## config.mk

```make
export PLATFORM = sky130hd
export DESIGN_NAME = ob_lm_table_cnt_acc
export DESIGN_NICKNAME = d
export VERILOG_FILES = /design/src/rtl/ob_lm_table_cnt_acc.sv
export SDC_FILE = /design/constraint.sdc
export NUM_CORES = 1
export LEC_CHECK = 0
export ABC_AREA = 1
export BUFFER_PORTS_ARGS = -buffer_cell sky130_fd_sc_hd__buf_4
export CORE_ASPECT_RATIO = 1.5
export CORE_MARGIN = 4
export CORE_UTILIZATION = 40
export CTS_BUF_LIST = sky130_fd_sc_hd__clkbuf_16
export DETAILED_ROUTE_END_ITERATION = 12
export PLACE_DENSITY_LB_ADDON = 0.15
export SLEW_MARGIN = 20
export SYNTH_ARGS = -nofsm -noshare
export SYNTH_HDL_FRONTEND = slang
export SYNTH_SLANG_ARGS = --single-unit
```

## constraint.sdc

```tcl
create_clock -name clk -period 2.6 [get_ports clk]
set_clock_uncertainty 0.15 [all_clocks]
set_input_delay 0.13 -clock clk [delete_from_list [all_inputs] [get_ports clk]]
set_output_delay 0.13 -clock clk [all_outputs]
set_load 0.01 [all_outputs]
```

## src/rtl/ob_lm_table_cnt_acc.sv

```systemverilog
// ob_lm_table_cnt_acc: folds per-beat carry-save pairs into a running
// carry-save accumulator with a 4:2 compressor. On the last beat it resolves
// the total with a segmented CPA, CPA_W bits per cycle. The result is returned
// on a valid/ready output.
// Optional feature: define OB_LM_TABLE_CNT_ACC_BEATS_EN to add the out_beats
// port, which reports the number of beats accepted in the packet.
module ob_lm_table_cnt_acc #(
    parameter int W     = 32,
    parameter int CPA_W = 8
) (
    input  logic         clk,
    input  logic         arst_n,
    input  logic         in_vld,
    output logic         in_rdy,
    input  logic [W-1:0] in_s,
    input  logic [W-1:0] in_c,
    input  logic         in_last,
    output logic         out_vld,
    input  logic         out_rdy,
    output logic [W-1:0] out_sum
`ifdef OB_LM_TABLE_CNT_ACC_BEATS_EN
    ,
    output logic [15:0]  out_beats
`endif
);

    localparam int NSEG  = W / CPA_W;
    localparam int SEG_W = (NSEG > 1) ? $clog2(NSEG) : 1;
    localparam logic [SEG_W-1:0] LAST_SEG = SEG_W'(NSEG - 1);

    typedef enum logic [1:0] {S_ACC, S_RESOLVE, S_OUT} state_t;

    state_t             state;
    logic [W-1:0]       acc_s, acc_c;
    logic [W-1:0]       res;
    logic [SEG_W-1:0]   seg;
    logic               cy;
    logic [W-1:0]       t_s, t_c, n_s, n_c;
    logic [CPA_W:0]     seg_sum;
`ifdef OB_LM_TABLE_CNT_ACC_BEATS_EN
    logic [15:0]        beats;
    assign out_beats = beats;
`endif

    assign in_rdy  = (state == S_ACC);
    assign out_vld = (state == S_OUT);
    assign out_sum = res;

    // 4:2 compression as two 3:2 stages; shifted carries drop the MSB (mod 2^W)
    always_comb begin
        t_s = acc_s ^ acc_c ^ in_s;
        t_c = ((acc_s & acc_c) | (acc_s & in_s) | (acc_c & in_s)) << 1;
        n_s = t_s ^ t_c ^ in_c;
        n_c = ((t_s & t_c) | (t_s & in_c) | (t_c & in_c)) << 1;
    end

    // One CPA segment: current slice of both words plus the carry from below
    assign seg_sum = {1'b0, acc_s[seg*CPA_W +: CPA_W]}
                   + {1'b0, acc_c[seg*CPA_W +: CPA_W]}
                   + (CPA_W+1)'(cy);

    // Control FSM: accumulate, resolve segment by segment, then hold the result
    always_ff @(posedge clk or negedge arst_n) begin
        if (!arst_n) begin
            state <= S_ACC;
            acc_s <= '0;
            acc_c <= '0;
            seg   <= '0;
            cy    <= 1'b0;
            res   <= '0;
`ifdef OB_LM_TABLE_CNT_ACC_BEATS_EN
            beats <= '0;
`endif
        end else begin
            case (state)
                S_ACC: begin
                    if (in_vld) begin
                        acc_s <= n_s;
                        acc_c <= n_c;
`ifdef OB_LM_TABLE_CNT_ACC_BEATS_EN
                        if (beats != 16'hFFFF) beats <= beats + 16'd1;
`endif
                        if (in_last) begin
                            state <= S_RESOLVE;
                            seg   <= '0;
                            cy    <= 1'b0;
                        end
                    end
                end
                S_RESOLVE: begin
                    res[seg*CPA_W +: CPA_W] <= seg_sum[CPA_W-1:0];
                    cy  <= seg_sum[CPA_W];
                    seg <= seg + 1'b1;
                    // carry out of the MSB segment is dropped (mod 2^W)
                    if (seg == LAST_SEG) state <= S_OUT;
                end
                S_OUT: begin
                    if (out_rdy) begin
                        acc_s <= '0;
                        acc_c <= '0;
                        state <= S_ACC;
`ifdef OB_LM_TABLE_CNT_ACC_BEATS_EN
                        beats <= '0;
`endif
                    end
                end
                default: state <= S_ACC;
            endcase
        end
    end

endmodule
```

==> out/metrics.cfg, run 1 <==
[clocking]
clk_latency_ns = 0.35
cts.path.max_buffers = 2
cts_max_level = 3
clkTransAtPathRegs_ns = 0.07
cts_tree = built
cts_root_buf = clkbuf_16
cts.sinks = 100
cts_buffers = 9

[critical_path]
crit_path_start_kind = flip-flop
endpoint_kind = flip-flop
critical_path_arrival_ns = 2.63
required_ns = 2.68
crit_type = flip-flop to flip-flop
path_max_fanout = 17

[synthesis]
synth_enable_flop_cells = 0
synth_top_area_share_pct = 40.9
netlist_area_sq_mm = 0.00612
synth_area_leader_cell = dfrtp_1
synth_common_cells = 200 x nand2_1, 100 x dfrtp_1, 77 x nand3_1
yosysWarnings = 0
synth-main-ff-cell = dfrtp_1
synth_cell_type_count = 31
synthArstFlopShare_pct = 100
avgSynthCellArea_sq_um = 9.31
synth_seq_cells = 100
synth_fp_nets = 803
synthTopCellsByArea = dfrtp_1 41%, fa_1 20%, nand2_1 12%
post-synth-top-count-cell = nand2_1
postSynthCellCount = 658
synth-seq-area-share_pct = 40.9

[place]
dp.cells = 952
portBuffers = 102
post_dp_cell_area_sq_mm = 0.00724
dp_hpwl_mm = 13.2
gp_congestion = 0.856

[floorplanning]
fp.dieH_um = 160
io_pins = 103
core.rowCount = 55
die_x_um = 109
initial_core_util_pct = 40.6
dieArea_sq_mm = 0.0174
core_sq_mm = 0.0151

[layout]
fin_util_pct = 51.3
syn_to_final_growth_pct = 26.3
nFillCells = 1425
final_layout_size_suffix_gt1_share_pct = 24.2
layout.nets = 921
antenna_cells = 0
fin_cells = 980
design_area_sq_mm = 0.00773

[timing]
period_share_pct = 97.7
maxSlewHeadroom_pct = 60.4
worst_pin_slew_ns = 0.594
final_hold_viol_count = 0
maxSlewViolCount = 0
rsz0062_at_grt = true
fmax_mhz = 394
setup_violations = 0
period_needed_ns = 2.54

[detailed_routing]
met2_length_mm = 9.11
wl_mm = 16.9
routed-via-count = 4947
wl_per_cell_um = 17.3
final_antenna_net_count = 0
wl_met1_mm = 6.66
drtPass1Iterations = 6
first_iter_violations = 195
viasPerCell = 5.05
top_layer_used = met4
drc = 0
detailroute.wirelength.met3_um = 623

[grt]
grt_pass1_wl_mm = 27.4
grt_antenna_before_repair = 0
grt_overflow = 0
grt_pass1_vias = 5144
grt_usage_pct = 20.4
grt_max_degree = 101

[run]
drv_cap = 0

[power]
power_leakage_nw = 3.90
p_sw_share_pct = 47.1
powerDensity_mw_per_mm2 = 1460
power_mw = 11.3
clkPwrFrac_pct = 11.8
internal_power_mw = 5.99
p_seq_share_pct = 26.9
power_switching_mw = 5.33
combPwrFrac_pct = 61.3
ir_worst_vdd_v = 0.000733

[outcome]
status = finished clean

[worst_hold_path]
hold_class = primary input to flip-flop

sequential cells by signal (all words and copies together), names as in the netlist:
signal   flops
out_sum     32
acc_s       32
acc_c       31
state        2
cy           1
seg          2
area by class of cell:
class | count | area (sq um) | area share (%)
multi-input cells | 492 | 3460 | 44.7
flip-flops and latches | 100 | 2500 | 32.4
repair buffers | 137 | 1090 | 14.1
well taps | 199 | 249 | 3.22
clock buffers | 9 | 225 | 2.91
inverters | 36 | 138 | 1.78
clock inverters | 7 | 68.8 | 0.890
power by group through the flow:
stage	combinational (mW)	clock, mW	sequential [mW]
after floorplan	4.29	0	2.82
after global placement	6.43	0	3.04
after detailed placement	6.59	0	3.05
after CTS	6.66	1.37	3.03
after global routing	7.90	1.44	3.13
final	6.94	1.34	3.04
metrics by stage:
step	hold slack (ns)	worst slack, ns	setup TNS (ns)
after CTS	0.00149	0.000360	0
after detailed placement	0.0915	-0.0167	-0.0492
final	0.00556	0.0587	0
after global placement	0.0942	0.0344	0
after floorplan	-0.316	0.0000897	0
after global routing	0.0206	-0.0540	-0.159
worst paths after layout:
check,start,endpoint,slack [ns],cells past startpoint
worst max-delay path,seg[0],out_sum[6],0.06,15
worst min-delay path,in_c[8],acc_c[9],0.006,4
worst max register to register,seg[0],out_sum[6],0.06,15
worst min register to register,out_sum[21],out_sum[21],0.33,2
max in group asynchronous,arst_n,out_sum[15],1.61,3
min in group asynchronous,arst_n,out_sum[26],0.19,3
critical path, stage by stage, from the launching register on:
cell,delay [ns]
dfrtp_2,0.46
buf_12,0.16
buf_4,0.20
nor2_2,0.17
o22ai_1,0.10
ha_1,0.32
buf_4,0.13
nand2_2,0.05
nand2_2,0.07
nand3_2,0.08
nand2_2,0.07
nand2_2,0.06
buf_4,0.13
buf_4,0.11
nand3_1,0.09
nand2_1,0.05
cells in the final DEF, fill, tap and decap left out, types with 4 or more instances in the layout:
cell             n
buf_12           4
buf_4          127
clkbuf_16        9
dfrtp_1         99
dlygate4sd3_1    5
fa_1            60
ha_1            14
inv_1           30
inv_2            6
nand2_1        194
nand2_2          6
nand3_1         75
nand4_1          7
nor2_1          33
nor2_2           6
o21ai_0         30
o21ai_1         18
o22ai_1         14
logic make-up after synthesis:
logic type / share of synthesized area (%)
and+or+nand+nor: 23.7
DFF: 40.9
AOI/OAI and AO/OA: 6.93
adders and majority gates: 23.1
buffers and inverters: 4.49
xor gates and xnor gates: 0.858
layer usage:
metal / up-vias / global-route usage [%]
met2: 108 / 35.6
met5: - / 0
met3: 27 / 2.96
li1: 2375 / -
met1: 2437 / 25.2
met4: 0 / 7.75
what timing repair did:
item                       in CTS  in global routing
hold buffers                    5                  0
resized for setup               2                 34
setup endpoints to repair       7                 23
hold endpoints to repair      105                  0
buffers inserted                1                  6
pin swaps                       0                 11
Power figures use the tool's default switching activity.
==> run 2: changes to the inputs <==
--- a/config.mk
+++ b/config.mk
@@ -12,6 +12,7 @@
 export CORE_UTILIZATION = 40
 export CTS_BUF_LIST = sky130_fd_sc_hd__clkbuf_16
 export DETAILED_ROUTE_END_ITERATION = 12
+export GPL_TIMING_DRIVEN = 0
 export PLACE_DENSITY_LB_ADDON = 0.15
 export SLEW_MARGIN = 20
 export SYNTH_ARGS = -nofsm -noshare
==> run 2 against run 1 <==
- the flow now finishes with violations (setup timing)
- clock power hardly changed
- critical path depth rose by 1
- final cell count rose by 2.6%
- sequential power about the same
- power increased by 8.8%
- register-to-register slack got worse by 0.11 ns
- critical path type unchanged
- worst setup slack got worse by 0.11 ns
- hold slack lost 0.0013 ns
- core utilization rose by 2.1 points
- first-iteration DRC count increased by 53%
- sequential cell count stayed put
==> out/metrics.cfg, run 2 (same netlist as run 1, synthesis figures left out) <==
[critical_path]
crit_type = flip-flop to flip-flop
r2r_cells = 16
crit_path_start_kind = flip-flop
worstReg2RegStart = seg[0]
endpoint_kind = flip-flop
r2r_end = out_sum[14]
cp.depth = 16
worstSetupEndpoint = out_sum[14]
rrSetupSlack_ns = -0.05
critPathBufInv = 3
cp_slowest_stage_delay_ns = 0.39
required_ns = 2.74
crit_path_frequent_cell = nand2_2
path_cells = buf_6 -> clkinv_8 -> clkbuf_16 -> o21ai_4 -> o22ai_2 -> fa_2 -> fa_2 -> nand2_2 -> nand2_2 -> nand3_2 -> nand2_2 -> nand2_4 -> nand3_4 -> nor2_4 -> nand2_1 -> nand2_1
critPathLaunch = seg[0]
path_max_fanout = 5
crit_path_top_delay_cell = fa_2
critical-path-top-delay-family = adder cells
critical_path_arrival_ns = 2.80

[timing]
period_share_pct = 102
rsz0062_at_grt = true
maxSlewHeadroom_pct = 37.3
fmax_mhz = 377
period_needed_ns = 2.65
tns_ns = -0.177
final_hold_viol_count = 0
worst_pin_slew_ns = 0.941
setup_ws_ns = -0.0520
maxSlewViolCount = 0
holdWs_ns = 0.00429
setup_violations = 6

[detailed_routing]
drc = 0
wl_per_cell_um = 18.1
routed-via-count = 5096
wl_mm = 18.2
first_iter_violations = 299
drtPass1Iterations = 4
final_antenna_net_count = 0
viasPerCell = 5.07

[power]
ir_worst_vdd_v = 0.000798
power_leakage_nw = 4.01
powerDensity_mw_per_mm2 = 1530

[floorplanning]
die_x_um = 109
fp.dieH_um = 160
core.rowCount = 55
dieArea_sq_mm = 0.0174
initial_core_util_pct = 40.6
io_pins = 103
core_sq_mm = 0.0151

[clocking]
cts.path.max_buffers = 2
cts.sinks = 100
cts_max_level = 3
cts_root_buf = clkbuf_16
clkTransAtPathRegs_ns = 0.07
cts_buffers = 9
clk_latency_ns = 0.35
cts_tree = built

[grt]
grt_usage_pct = 22.0
grt_pass1_vias = 5484
grt_overflow = 0
grt_antenna_before_repair = 0
grt_pass1_wl_mm = 29.1
grt_max_degree = 101

[layout]
layout_common_cells = 190 x nand2_1, 121 x buf_4, 99 x dfrtp_1, 72 x nand3_1, 60 x fa_1
syn_to_final_growth_pct = 31.3
layout.nets = 946
antenna_cells = 0
final_common_cell = nand2_1
final_layout_size_suffix_gt1_share_pct = 27.5

[place]
portBuffers = 102
dp_hpwl_mm = 14.2
gp_congestion = 0.937
place_ws_ns = -0.723

[run]
drv_cap = 0

[outcome]
violations = setup timing
status = finished, violations left

[worst_hold_path]
hold_class = primary input to flip-flop

## run 2: cell types whose count changed in the layout (fill, tap and decap cells not counted), sizes merged
cell and delta:
buf +11, dlygate4sd3 +8, clkbuf +6, clkinv +1
inv -1
## run 2: layout make-up
type,instances,area [sq um]
multi-input combinational,492,3600
inverter,36,148
clock buffer,9,225
fill,1374,7030
timing repair buffer,133,1050
tap,199,249
sequential,100,2500
clock inverter,7,66.3
buffer,29,201
## run 2: worst min-delay path, cell delays in order
cell and delay (ns):
buf_4 0.09, fa_1 0.15, nand2_1 0.05, nand2_1 0.05
## run 2: what timing repair did
item	CTS	global route
setup buffers	14	4
setup endpoints to repair	31	27
hold buffers	13	0
endpoints found under the hold margin	113	0
pin swaps	14	17
resized for setup	61	43
## run 2: how the worst min path moves through the flow
stage / slack (ns) / depth (start not counted) / from / endpoint
after detailed placement: 0.15 / 1 / arst_n / out_sum[14]
after floorplan: -0.32 / 0 / arst_n / acc_c[10]
after CTS: 0.0008 / 4 / in_c[22] / acc_s[22]
after global routing: 0.01 / 4 / in_c[10] / acc_c[11]
final: 0.004 / 4 / in_c[14] / acc_s[14]
after global placement: 0.18 / 2 / out_rdy / state[1]
## run 2: metrics by stage
stage | cells | total power [mW] | area [sq um] | util, %
5_1_grt | 1005 | 13.5 | 8040 | 53.4
6_report | 1005 | 12.3 | 8040 | 53.4
3_3_place_gp | 959 | 9.09 | 7160 | 47.5
4_1_cts | 1001 | 11.7 | 7880 | 52.3
2_1_floorplan | 658 | 7.12 | 6140 | -
3_5_place_dp | 959 | 9.26 | 7160 | 47.5
## run 2: power breakdown
group	internal [mW]	switching [mW]	leakage, nW
Sequential	2.24	0.774	1.29
Clock	0.744	0.613	0.147
Combinational	3.48	4.47	2.58
## run 2: routing by layer
| layer | GRT usage [%] | wire length (um) | vias to the layer above |
|---|---|---|---|
| li1 | - | - | 2432 |
| met1 | 25.7 | 6840 | 2487 |
| met2 | 39.2 | 9980 | 132 |
| met3 | 2.84 | 643 | 45 |
| met4 | 9.99 | 755 | 0 |
| met5 | 0 | 0 | - |
==> run 3: changes to the inputs <==
--- a/config.mk
+++ b/config.mk
@@ -5,9 +5,7 @@
 export SDC_FILE = /design/constraint.sdc
 export NUM_CORES = 1
 export LEC_CHECK = 0
-export ABC_AREA = 1
 export BUFFER_PORTS_ARGS = -buffer_cell sky130_fd_sc_hd__buf_4
-export CORE_ASPECT_RATIO = 1.5
 export CORE_MARGIN = 4
 export CORE_UTILIZATION = 40
 export CTS_BUF_LIST = sky130_fd_sc_hd__clkbuf_16
==> run 3 against run 2 <==
- the run still ends with setup timing left
- final cell count down 28%
- sequential cell count unchanged
- global-route usage down 2.4 points
- sequential share of layout area up 3.5 points
- core utilization down 1.4 points
- critical endpoint unchanged
- largest cell class unchanged
- fmax down 7.8%
==> out/metrics.cfg, run 3 <==
[place]
portBuffers = 102
place_ws_ns = -0.604
gp_congestion = 0.831
dp_hpwl_mm = 11.6
dp.cells = 685

[clocking]
cts.path.max_buffers = 2
cts_buffers = 9
cts_tree = built
clkTransAtPathRegs_ns = 0.06
cts.sinks = 100
cts_root_buf = clkbuf_16
clk_latency_ns = 0.35
cts_max_level = 3

[detailed_routing]
routed-via-count = 3911
viasPerCell = 5.44
final_antenna_net_count = 0
wl_mm = 14.9
drc = 0
drtPass1Iterations = 5
first_iter_violations = 271
wl_per_cell_um = 20.7

[timing]
period_needed_ns = 2.88
maxSlewViolCount = 0
period_share_pct = 111
worst_pin_slew_ns = 0.954
final_hold_viol_count = 0
setup_ws_ns = -0.276
maxSlewHeadroom_pct = 36.4
setup_violations = 21
rsz0062_at_grt = true
fmax_mhz = 348

[floorplanning]
io_pins = 103
fp.dieH_um = 128
core.rowCount = 43
core_sq_mm = 0.0139
initial_core_util_pct = 41.0
dieArea_sq_mm = 0.0163
die_x_um = 128

[worst_hold_path]
hold_class = primary input to flip-flop
hp-start = in_vld

[critical_path]
cp_slowest_stage_delay_ns = 0.41
path_max_fanout = 10
endpoint_kind = flip-flop
crit_path_top_delay_cell = fa_2
crit_path_frequent_cell = fa_2
critical-path-top-delay-family = compound AO/OA/AOI/OAI gates
worstReg2RegStart = seg[1]
required_ns = 2.72
critPathBufInv = 2
crit_type = flip-flop to flip-flop
critPathLaunch = seg[1]
path_cells = clkbuf_8 -> buf_8 -> mux4_2 -> fa_2 -> fa_2 -> a211oi_2 -> o21a_1 -> o211ai_1 -> o21ai_1
crit_path_start_kind = flip-flop
critical_path_arrival_ns = 3.00

[layout]
antenna_cells = 0
layout.nets = 680
final_common_cell = buf_4
syn_to_final_growth_pct = 26.6
layout_common_cells = 116 x buf_4, 99 x dfrtp_1, 79 x a22o_1, 60 x fa_1, 23 x nand2_1
fin_cells = 719
final_layout_size_suffix_gt1_share_pct = 34.0

[power]
powerDensity_mw_per_mm2 = 1420
ir_worst_vdd_v = 0.000608
power_mw = 10.3
power_leakage_nw = 3.41

[synthesis]
synth_top_area_share_pct = 43.8
synth_common_cells = 100 x dfrtp_1, 79 x a22o_1, 62 x fa_1
synthArstFlopShare_pct = 100
avgSynthCellArea_sq_um = 14.2
synth_seq_cells = 100
synth_fp_nets = 548
synth_area_leader_cell = dfrtp_1
synth-main-ff-cell = dfrtp_1
synthTopCellsByArea = dfrtp_1 44%, fa_1 22%, a22o_1 12%
synth_enable_flop_cells = 0
synth-seq-area-share_pct = 43.8
yosysWarnings = 0
netlist_area_sq_mm = 0.00572
postSynthCellCount = 403
post-synth-top-count-cell = dfrtp_1
synth_cell_type_count = 42

[grt]
grt_pass1_vias = 4268
grt_pass1_wl_mm = 24.2
grt_usage_pct = 19.6
grt_overflow = 0
grt_antenna_before_repair = 0
grt_max_degree = 101

[run]
drv_cap = 0

[outcome]
status = finished, violations left
violations = setup timing

-- run 3: power breakdown --
part | internal, mW | switching [mW] | total (mW)
clock network | 0.635 | 0.578 | 1.21
registers | 2.20 | 0.736 | 2.94
logic | 3.03 | 3.12 | 6.15
-- run 3: cells by family (layout without fill, tap and decap cells) --
| kind of cell | after synthesis | after routing | synth area share [%] |
|---|---|---|---|
| compound gates | 124 | 124 | 16.8 |
| flops | 100 | 100 | 43.8 |
| fa+ha+maj | 76 | 76 | 24.8 |
| simple gates | 47 | 47 | 4.55 |
| buf+inv | 30 | 166 | 2.39 |
| mux | 19 | 19 | 6.65 |
| xor+xnor | 7 | 7 | 1.07 |
-- run 3: stage by stage --
step                area (sq um)  TNS, ns  hold WS [ns]  util [%]
floorplan                   5740    -2.36        -0.316         -
detailed placement          6730   -11.19         0.165      48.3
global route                7240    -6.13        0.0251      51.9
global placement            6730   -10.61         0.200      48.3
CTS                         7220    -3.45       0.00191      51.8
finish                      7240    -3.87        0.0120      51.9
-- run 3: metal layers --
layer,GRT usage (%),share of wire (%),up-vias
met5,0,0,-
met4,5.30,0.97,0
met2,32.5,51,115
li1,-,-,1755
met3,3.85,5.4,10
met1,26.4,43,2031
-- run 3: final cells by class --
| type | instances | area [sq um] |
|---|---|---|
| Inverter | 10 | 37.5 |
| Timing Repair Buffer | 121 | 922 |
| Multi-Input combinational cell | 273 | 3140 |
| Fill cell | 1231 | 6700 |
| Tap cell | 180 | 225 |
| Clock inverter | 6 | 33.8 |
| Clock buffer | 9 | 225 |
| Sequential cell | 100 | 2500 |
| Buffer | 20 | 149 |
-- run 3: path summary, 6_finish.rpt --
| path | slack [ns] | cells after the start | end |
|---|---|---|---|
| max | -0.28 | 9 | out_sum[14] |
| min | 0.01 | 4 | state[0] |
| max reg2reg | -0.28 | 9 | out_sum[14] |
| min reg2reg | 0.34 | 2 | out_sum[6] |
| max in group asynchronous | 1.34 | 2 | acc_c[7] |
| min in group asynchronous | 0.27 | 2 | out_sum[31] |
-- run 3: timing repair --
action,CTS,global route
setup buffers,13,2
gates resized for setup,22,2
hold buffers,4,0
gates cloned,0,0
endpoints found under the hold margin,103,0
pin swaps,17,8
setup endpoints to repair,29,21
-- run 3: worst register-to-register path: cells and delay by family (launching register included) --
family	cells	cell delay, ns
AOI/OAI and AO/OA	4	0.83
adders and majority gates	2	0.79
DFF	1	0.40
buffers and inverters	2	0.33
muxes	1	0.31
